$ cat src/rtl/output_spike_decoder.sv
// Rate-code output decoder: counts per-class spikes over one inference window,
// then scans the counters one class per cycle to pick the winner.
module output_spike_decoder #(
  parameter int OUTPUT_SIZE  = 10,
  parameter int SPIKE_WINDOW = 16,
  parameter int CNT_W        = $clog2(SPIKE_WINDOW + 1),
  parameter int IDX_W        = $clog2(OUTPUT_SIZE)
) (
  input  logic                   clk,
  input  logic                   rst,
  input  logic                   start,
  input  logic                   step_valid,
  input  logic [OUTPUT_SIZE-1:0] spikes_in,
  output logic                   busy,
  output logic                   result_valid,
  output logic [IDX_W-1:0]       result_class,
  output logic [CNT_W-1:0]       result_count,
  output logic                   result_tie,
  output logic                   result_none,
  input  logic [IDX_W-1:0]       count_sel,
  output logic [CNT_W-1:0]       count_out
);

  // Handshake: start is only honoured in IDLE, step_valid only in ACCUM;
  // result_valid is a one-cycle strobe with no backpressure, results hold after it.
  typedef enum logic [1:0] {S_IDLE, S_ACCUM, S_ARGMAX, S_DONE} state_t;

  localparam logic [IDX_W:0] NUM_CLS = (IDX_W + 1)'(OUTPUT_SIZE);

  state_t           state, state_next;
  logic [CNT_W-1:0] cnt [OUTPUT_SIZE];
  logic [CNT_W-1:0] step_cnt;
  logic [IDX_W-1:0] scan_idx;
  logic [CNT_W-1:0] best_cnt, best_cnt_nxt;
  logic [IDX_W-1:0] best_idx, best_idx_nxt;
  logic             best_tie, best_tie_nxt;
  logic [CNT_W-1:0] cur_cnt;
  logic             last_step, last_scan;

  assign last_step = (step_cnt == CNT_W'(SPIKE_WINDOW - 1));
  assign last_scan = (scan_idx == IDX_W'(OUTPUT_SIZE - 1));
  assign busy      = (state != S_IDLE);
  assign cur_cnt   = cnt[scan_idx];
  assign count_out = ({1'b0, count_sel} < NUM_CLS) ? cnt[count_sel] : '0;

  always_ff @(posedge clk or posedge rst) begin
    if (rst) state <= S_IDLE;
    else     state <= state_next;
  end

  always_comb begin
    state_next = state;
    unique case (state)
      S_IDLE:   if (start) state_next = S_ACCUM;
      S_ACCUM:  if (step_valid && last_step) state_next = S_ARGMAX;
      S_ARGMAX: if (last_scan) state_next = S_DONE;
      S_DONE:   state_next = S_IDLE;
      default:  state_next = S_IDLE;
    endcase
  end

  // Strict greater-than keeps the lowest index on ties; an equal count at a
  // later index only raises the tie flag.
  always_comb begin
    best_cnt_nxt = best_cnt;
    best_idx_nxt = best_idx;
    best_tie_nxt = best_tie;
    if (cur_cnt > best_cnt) begin
      best_cnt_nxt = cur_cnt;
      best_idx_nxt = scan_idx;
      best_tie_nxt = 1'b0;
    end else if ((cur_cnt == best_cnt) && (scan_idx != '0)) begin
      best_tie_nxt = 1'b1;
    end
  end

  always_ff @(posedge clk or posedge rst) begin
    if (rst) begin
      for (int i = 0; i < OUTPUT_SIZE; i++) cnt[i] <= '0;
      step_cnt     <= '0;
      scan_idx     <= '0;
      best_cnt     <= '0;
      best_idx     <= '0;
      best_tie     <= 1'b0;
      result_valid <= 1'b0;
      result_class <= '0;
      result_count <= '0;
      result_tie   <= 1'b0;
      result_none  <= 1'b0;
    end else begin
      result_valid <= 1'b0;
      unique case (state)
        S_IDLE: begin
          if (start) begin
            for (int i = 0; i < OUTPUT_SIZE; i++) cnt[i] <= '0;
            step_cnt <= '0;
          end
        end
        S_ACCUM: begin
          if (step_valid) begin
            for (int i = 0; i < OUTPUT_SIZE; i++) cnt[i] <= cnt[i] + CNT_W'(spikes_in[i]);
            step_cnt <= step_cnt + 1'b1;
            scan_idx <= '0;
            best_cnt <= '0;
            best_idx <= '0;
            best_tie <= 1'b0;
          end
        end
        S_ARGMAX: begin
          best_cnt <= best_cnt_nxt;
          best_idx <= best_idx_nxt;
          best_tie <= best_tie_nxt;
          scan_idx <= scan_idx + 1'b1;
          // Results are captured on entry to DONE so they are visible with the strobe.
          if (last_scan) begin
            result_valid <= 1'b1;
            result_class <= best_idx_nxt;
            result_count <= best_cnt_nxt;
            result_tie   <= best_tie_nxt;
            result_none  <= (best_cnt_nxt == '0);
          end
        end
        default: ;
      endcase
    end
  end

endmodule
$ cat config.mk
export PLATFORM = sky130hd
export DESIGN_NAME = output_spike_decoder
export DESIGN_NICKNAME = d
export VERILOG_FILES = /design/src/rtl/output_spike_decoder.sv
export SDC_FILE = /design/constraint.sdc
export NUM_CORES = 1
export LEC_CHECK = 0
export CAP_MARGIN = 25
export CORE_MARGIN = 1
export CORE_UTILIZATION = 48
export DETAILED_ROUTE_END_ITERATION = 10
export PLACE_DENSITY = 0.7
export SLEW_MARGIN = 20
export SYNTH_ARGS = -nofsm -noshare
export SYNTH_HDL_FRONTEND = slang
export SYNTH_SLANG_ARGS = --single-unit
$ cat constraint.sdc
create_clock -name clk -period 6.98 [get_ports clk]
set_input_delay 1.047 -clock clk [delete_from_list [all_inputs] [get_ports clk]]
set_output_delay 1.047 -clock clk [all_outputs]
set_load 0.05 [all_outputs]
==> results of run 1 <==
==> per-stage QoR <==
step	hold slack, ns	setup WS, ns	cell area [um^2]
floorplan	0.467	3.35	5140
global placement	0.463	2.19	5540
detailed placement	0.471	2.14	5570
CTS	0.490	2.12	5740
global route	0.528	1.97	5740
finish	0.485	2.12	5740
==> registers in the layout (all words and copies together) (netlist names) <==
signal,cells
best_cnt,5
best_idx,4
best_tie,1
cnt,50
result_class,4
result_count,5
result_none,1
result_tie,1
result_valid,1
scan_idx,4
state,2
step_cnt,5
==> layer usage <==
| layer | global-route usage | share of wire | vias up |
|---|---|---|---|
| li1 | - | - | 1843 |
| met2 | 0.371 | 0.49 | 98 |
| met5 | 0 | 0 | - |
| met4 | 0.0724 | 0.014 | 0 |
| met3 | 0.0402 | 0.042 | 15 |
| met1 | 0.307 | 0.46 | 1903 |
==> worst max-delay path: stages <==
cell	delay (ns)
sky130_fd_sc_hd__clkdlybuf4s50_1	0.96
sky130_fd_sc_hd__mux4_2	0.60
sky130_fd_sc_hd__a221oi_1	0.39
sky130_fd_sc_hd__a21oi_1	0.09
sky130_fd_sc_hd__clkdlybuf4s50_1	0.72
==> report_power, final <==
group / total, mW / internal (mW) / switching, mW
combinational: 1.26 / 0.492 / 0.771
sequential: 0.726 / 0.587 / 0.139
clock: 0.307 / 0.129 / 0.178
==> kinds of logic (layout without fill, tap and decap cells) <==
family / Yosys count / count (layout)
buffers and inverters: 48 / 72
xor gates and xnor gates: 33 / 33
AOI/OAI and AO/OA: 105 / 105
muxes: 37 / 37
and+or+nand+nor: 154 / 154
DFF: 83 / 83
adders and majority gates: 34 / 34
==> area by class of cell <==
class                      count  share of cell area
multi-input combinational    363               0.497
sequential                    83               0.362
timing repair buffer          40              0.0711
tap                          136              0.0296
clock buffer                  10              0.0222
inverter                      16              0.0109
clock inverter                 6             0.00741
==> worst min path at each step <==
stage | slack [ns] | from | to
2_1_floorplan | 0.47 | step_cnt[0] | step_cnt[0]
3_3_place_gp | 0.46 | result_count[3] | result_count[3]
3_5_place_dp | 0.47 | result_count[1] | result_count[1]
4_1_cts | 0.49 | result_count[2] | result_count[2]
5_1_grt | 0.53 | result_class[1] | result_class[1]
6_report | 0.48 | result_count[1] | result_count[1]
==> cells in the mapped netlist, drive strengths merged, types with 12 or more instances <==
cell and number:
dfrtp 83, nand2 50, nor2 42, ha 34
xor2 32, a22o 23, nand4 22, o21ai 22
mux2 20, clkbuf 19, inv 15, a21oi 14
buf 13, mux4 12
==> metrics, run 1 <==
outcome=completed; Avg Vias per Cell=5.90; count of non-filler cells in the finished layout=654; placeable core area=10,400 um^2; maximum buffer depth of the clock tree=2; Total GRT Usage=0.227; DIE HEIGHT=105 um; 1st-iter DRT viols=291; vias in the first global route=3,854; Top FF cell, synth=sky130_fd_sc_hd__dfrtp_1; main area contributors after synthesis=sky130_fd_sc_hd__dfrtp_1, sky130_fd_sc_hd__ha_1, sky130_fd_sc_hd__xor2_1; netlist area before placement=5140 um^2; proportion of synthesized flip-flops having asynchronous set or reset=1.00; number of synthesized register bits=83; count of standard-cell rows=37; Mean Syn Cell Area=10.4 um^2; hold violation total from the final report=0; complex-gate fraction of the synthesized area=0.164; # setup viols final=0; fraction of the mapped netlist area in simple logic gates=0.142; Chip Width=105 um; combinational family with the most area after synthesis=compound AO/OA/AOI/OAI gates; Post-synth EDFFs=0; highest ir drop seen on vdd=0.000225 V; clock-pin slew reported for the worst setup and hold paths after clock tree synthesis=0.08 ns; Period Utilization, post-route=0.697; part of the Yosys area used for sequential elements=0.404; share of synthesized cell area in full adder, half adder and majority cells=0.0828; # port buffers=35; fraction of post-synthesis cell area in the top cell type by area=0.404; total global routing overflow=0; DRC errors left=0; top fanout value on the critical path=15; total detailed-routing wirelength=11,700 um; synthesized-area fraction occupied by xor and xnor cells=0.0562; fraction of layout cells with a size suffix above 1=0.127; count of mapped cells out of synthesis=494; Critical Path Source=count_sel[0]; initial antenna violation count=0; clock insertion delay at the later pin of the skew report=0.36 ns; Setup crit end=count_out[4]; Max Transition Viols Final=0; count of yosys warnings during synthesis=0; Worst Setup End Kind=primary output; core utilization of the finished layout=0.554; class of the most critical hold timing path=flop to flop; Synthesized Nets=546; number of cells traversed by the worst hold path=2; leakage power summed over all cells=2.61 nW; full die area=11,100 um^2; number of filler cells placed in the layout=930; placed wire-length estimate after detailed placement=8210 um; total CTS buffers=9; Worst Setup Path Type=input port to primary output; Worst setup SP type=input port; buffer count from post-CTS setup fixing=0; Max Fclk=206 MHz; Post-CTS Hold Fix Bufs=0; data required time at the worst endpoint=5.93 ns; Final Wtd Congestion=0.885; total iterations of the first detailed-routing run=5; Fin Clk Skew=0.0133 ns; Slew Limit Headroom=0.321; CTS tree=done; number of placed I/O pins=36; most frequent standard cell in the layout excluding fill and tap cells=sky130_fd_sc_hd__dfrtp_1; number of cell instances on the worst register-to-register path=10; CTS sink count=83; master cell of the clock root buffer=sky130_fd_sc_hd__clkbuf_8; data arrival at the endpoint of the critical path=3.82 ns; cell taking the most area after synthesis=sky130_fd_sc_hd__dfrtp_1; fin crit period=4.86 ns; Critical R2R Capture=best_cnt[1]; cts repair resizes=0; slack of the worst reg-to-reg path=3.09 ns; proportion of synthesized area in mux cells=0.108; number of H-tree levels=3; overall power=2.30 mW; Reg2Reg Launch Point=scan_idx[1]; count of vias placed by the detailed router=3,859; sum of negative setup slack=0 ns; area taken by flip-flops and latches=2080 um^2; power density relative to cell area=400 nW/um^2; pin count of the biggest net entering global routing=57; Inserted Diodes=0; layout overhead on the synthesized area=11.7%; transition time of the tightest slew-check pin=1.02 ns; number of cells in the design after placement=638; combined area of the multi-input logic cells=2850 um^2; number of max-cap violations=0; starting density of the core=0.496; wire length of the first global-routing pass=19,800 um; post-route antenna net violation count=0; most used cells in the layout excluding fill and tap cells=sky130_fd_sc_hd__dfrtp_1, sky130_fd_sc_hd__nand2_1, sky130_fd_sc_hd__nor2_1; number of nets in the final layout=565; setup repair after global routing missed its margin=no; Synth cell types=57; Routed wire per std cell=17.8 um
Note: power is estimated with default switching activity, not from simulation.
==> inputs of run 2 (changes only) <==
- clock period: 6.98 -> 5.01 ns (I/O delays scaled with it)
==> run 2 against run 1 <==
Compared with the run above:
- cell area rose by 0.52%
- die area did not move
- flip-flop and latch count did not move
- hold slack got worse by 0.0036 ns
==> metrics, run 2 (synthesized netlist as in run 1, its figures left out) <==
Chip Width=105 um (unchanged); starting density of the core=0.496 (unchanged); fin crit period=4.06 ns; wire length of the first global-routing pass=20,100 um (+1.8%); Period Utilization, post-route=0.811; vias in the first global route=3,875 (+0.54%); full die area=11,100 um^2 (unchanged); Max Fclk=246 MHz; Worst Setup Path Type=input port to primary output; Max Transition Viols Final=0 (unchanged); leakage power summed over all cells=2.64 nW (+0.93%); post-route antenna net violation count=0 (unchanged); sum of negative setup slack=0 ns (unchanged); # setup viols final=0 (unchanged); Avg Vias per Cell=5.95 (+0.91%); Post-CTS Hold Fix Bufs=0 (unchanged); data required time at the worst endpoint=4.26 ns (-1.67 ns); maximum buffer depth of the clock tree=2 (unchanged); overall power=3.21 mW (+40%); CTS sink count=83 (unchanged); layout overhead on the synthesized area=12.3%; crit-path max cell delay=0.85 ns (-0.11 ns); # port buffers=35 (unchanged); number of nets in the final layout=568 (+0.53%); transition time of the tightest slew-check pin=1.01 ns (-0.0125 ns); DIE HEIGHT=105 um (unchanged); class of the most critical hold timing path=flop to flop; number of flip-flops under the largest register name=50 (unchanged); most flop-heavy register=cnt; clock insertion delay at the later pin of the skew report=0.35 ns (about the same); count of vias placed by the detailed router=3,900 (+1.1%); number of max-cap violations=0 (unchanged); total CTS buffers=9 (unchanged); total global routing overflow=0 (unchanged); master cell of the clock root buffer=sky130_fd_sc_hd__clkbuf_8; number of H-tree levels=3 (unchanged); 1st-iter DRT viols=251 (-14%); Fin Clk Skew=0.00755 ns (-0.00578 ns); initial antenna violation count=0 (unchanged); post-placement cell area=5560 um^2 (-0.22%); final design instance area without fill=5770 um^2 (+0.52%); setup repair after global routing missed its margin=no; Worst setup SP type=input port; top fanout value on the critical path=11 (-4); most frequent standard cell in the layout excluding fill and tap cells=sky130_fd_sc_hd__dfrtp_1; clock-pin slew reported for the worst setup and hold paths after clock tree synthesis=0.07 ns (about the same); cts repair resizes=0 (unchanged); fraction of layout cells with a size suffix above 1=0.129 (+0.00168); placed wire-length estimate after detailed placement=8390 um (+2.2%); Inserted Diodes=0 (unchanged); number of filler cells placed in the layout=915 (-1.6%); Worst Setup End Kind=primary output; DRC errors left=0 (unchanged); highest ir drop seen on vdd=0.000285 V (+27%); power density relative to cell area=556 nW/um^2 (+39%); count of standard-cell rows=37 (unchanged); buffer count from post-CTS setup fixing=0 (unchanged); total detailed-routing wirelength=11,900 um (+1.7%); number of placed I/O pins=36 (unchanged); most used cells in the layout excluding fill and tap cells=sky130_fd_sc_hd__dfrtp_1, sky130_fd_sc_hd__nand2_1, sky130_fd_sc_hd__nor2_1; Slew Limit Headroom=0.329 (+0.00832); pin count of the biggest net entering global routing=52 (-8.8%); series of cell instances along the critical path=clkdlybuf4s50_1, mux4_2, a221oi_1, a21oi_1, clkdlybuf4s50_1; total iterations of the first detailed-routing run=5 (unchanged); critical path's most frequent cell=sky130_fd_sc_hd__clkdlybuf4s50_1; slowest stage cell, crit path=sky130_fd_sc_hd__clkdlybuf4s50_1; Final Wtd Congestion=0.940 (+6.3%); Routed wire per std cell=18.1 um (+1.5%); outcome=completed; data arrival at the endpoint of the critical path=3.31 ns (-0.51 ns); CTS tree=done; Total GRT Usage=0.234 (+0.00657); hold violation total from the final report=0 (unchanged); placeable core area=10,400 um^2 (unchanged)
==> run 2: area by class of cell <==
class | count | area (um^2) | area share
Inverter | 16 | 62.6 | 0.0108
Timing Repair Buffer | 43 | 430 | 0.0746
Clock buffer | 9 | 124 | 0.0215
Multi-Input combinational cell | 363 | 2850 | 0.494
Tap cell | 136 | 170 | 0.0295
Clock inverter | 5 | 56.3 | 0.00976
Sequential cell | 83 | 2080 | 0.360
==> run 2: critical path, delay by kind of cell <==
kind                   cells  cell delay, ns
multiplexers               1            0.60
buffers and inverters      2            1.58
AO/OA/AOI/OAI              2            0.38
==> run 2: report_power, final <==
group          internal, mW  switching (mW)
clock network         0.224           0.231
logic                 0.695            1.02
registers             0.817           0.226
total                  1.74            1.48
==> run 2: per-layer routing <==
metal  share of wire  GRT usage  wire length (um)
met5               0          0                 0
met4           0.017     0.0684               206
met3           0.058     0.0445               682
met2            0.48      0.377              5670
met1            0.45      0.320              5300
==> run 2: path summary, 6_finish.rpt <==
| check | startpoint | cells past startpoint | end | slack (ns) |
|---|---|---|---|---|
| hold / removal | result_count[1] | 2 | result_count[1] | 0.48 |
| min in group asynchronous | rst | 2 | best_cnt[3] | 0.71 |
| setup reg to reg | scan_idx[0] | 10 | best_cnt[1] | 1.04 |
| hold reg to reg | result_count[1] | 2 | result_count[1] | 0.48 |
| setup / recovery | count_sel[0] | 5 | count_out[4] | 0.95 |
| max in group asynchronous | rst | 3 | cnt[8] | 3.54 |
==> run 2: through the flow <==
| stage | cells | hold slack, ns | setup WS (ns) | util |
|---|---|---|---|---|
| 6_report | 655 | 0.481 | 0.947 | 0.556 |
| 5_1_grt | 655 | 0.521 | 0.772 | 0.556 |
| 4_1_cts | 653 | 0.489 | 0.938 | 0.553 |
| 3_5_place_dp | 639 | 0.470 | 0.977 | 0.536 |
| 3_3_place_gp | 639 | 0.461 | 1.03 | 0.536 |
| 2_1_floorplan | 494 | 0.467 | 1.97 | - |
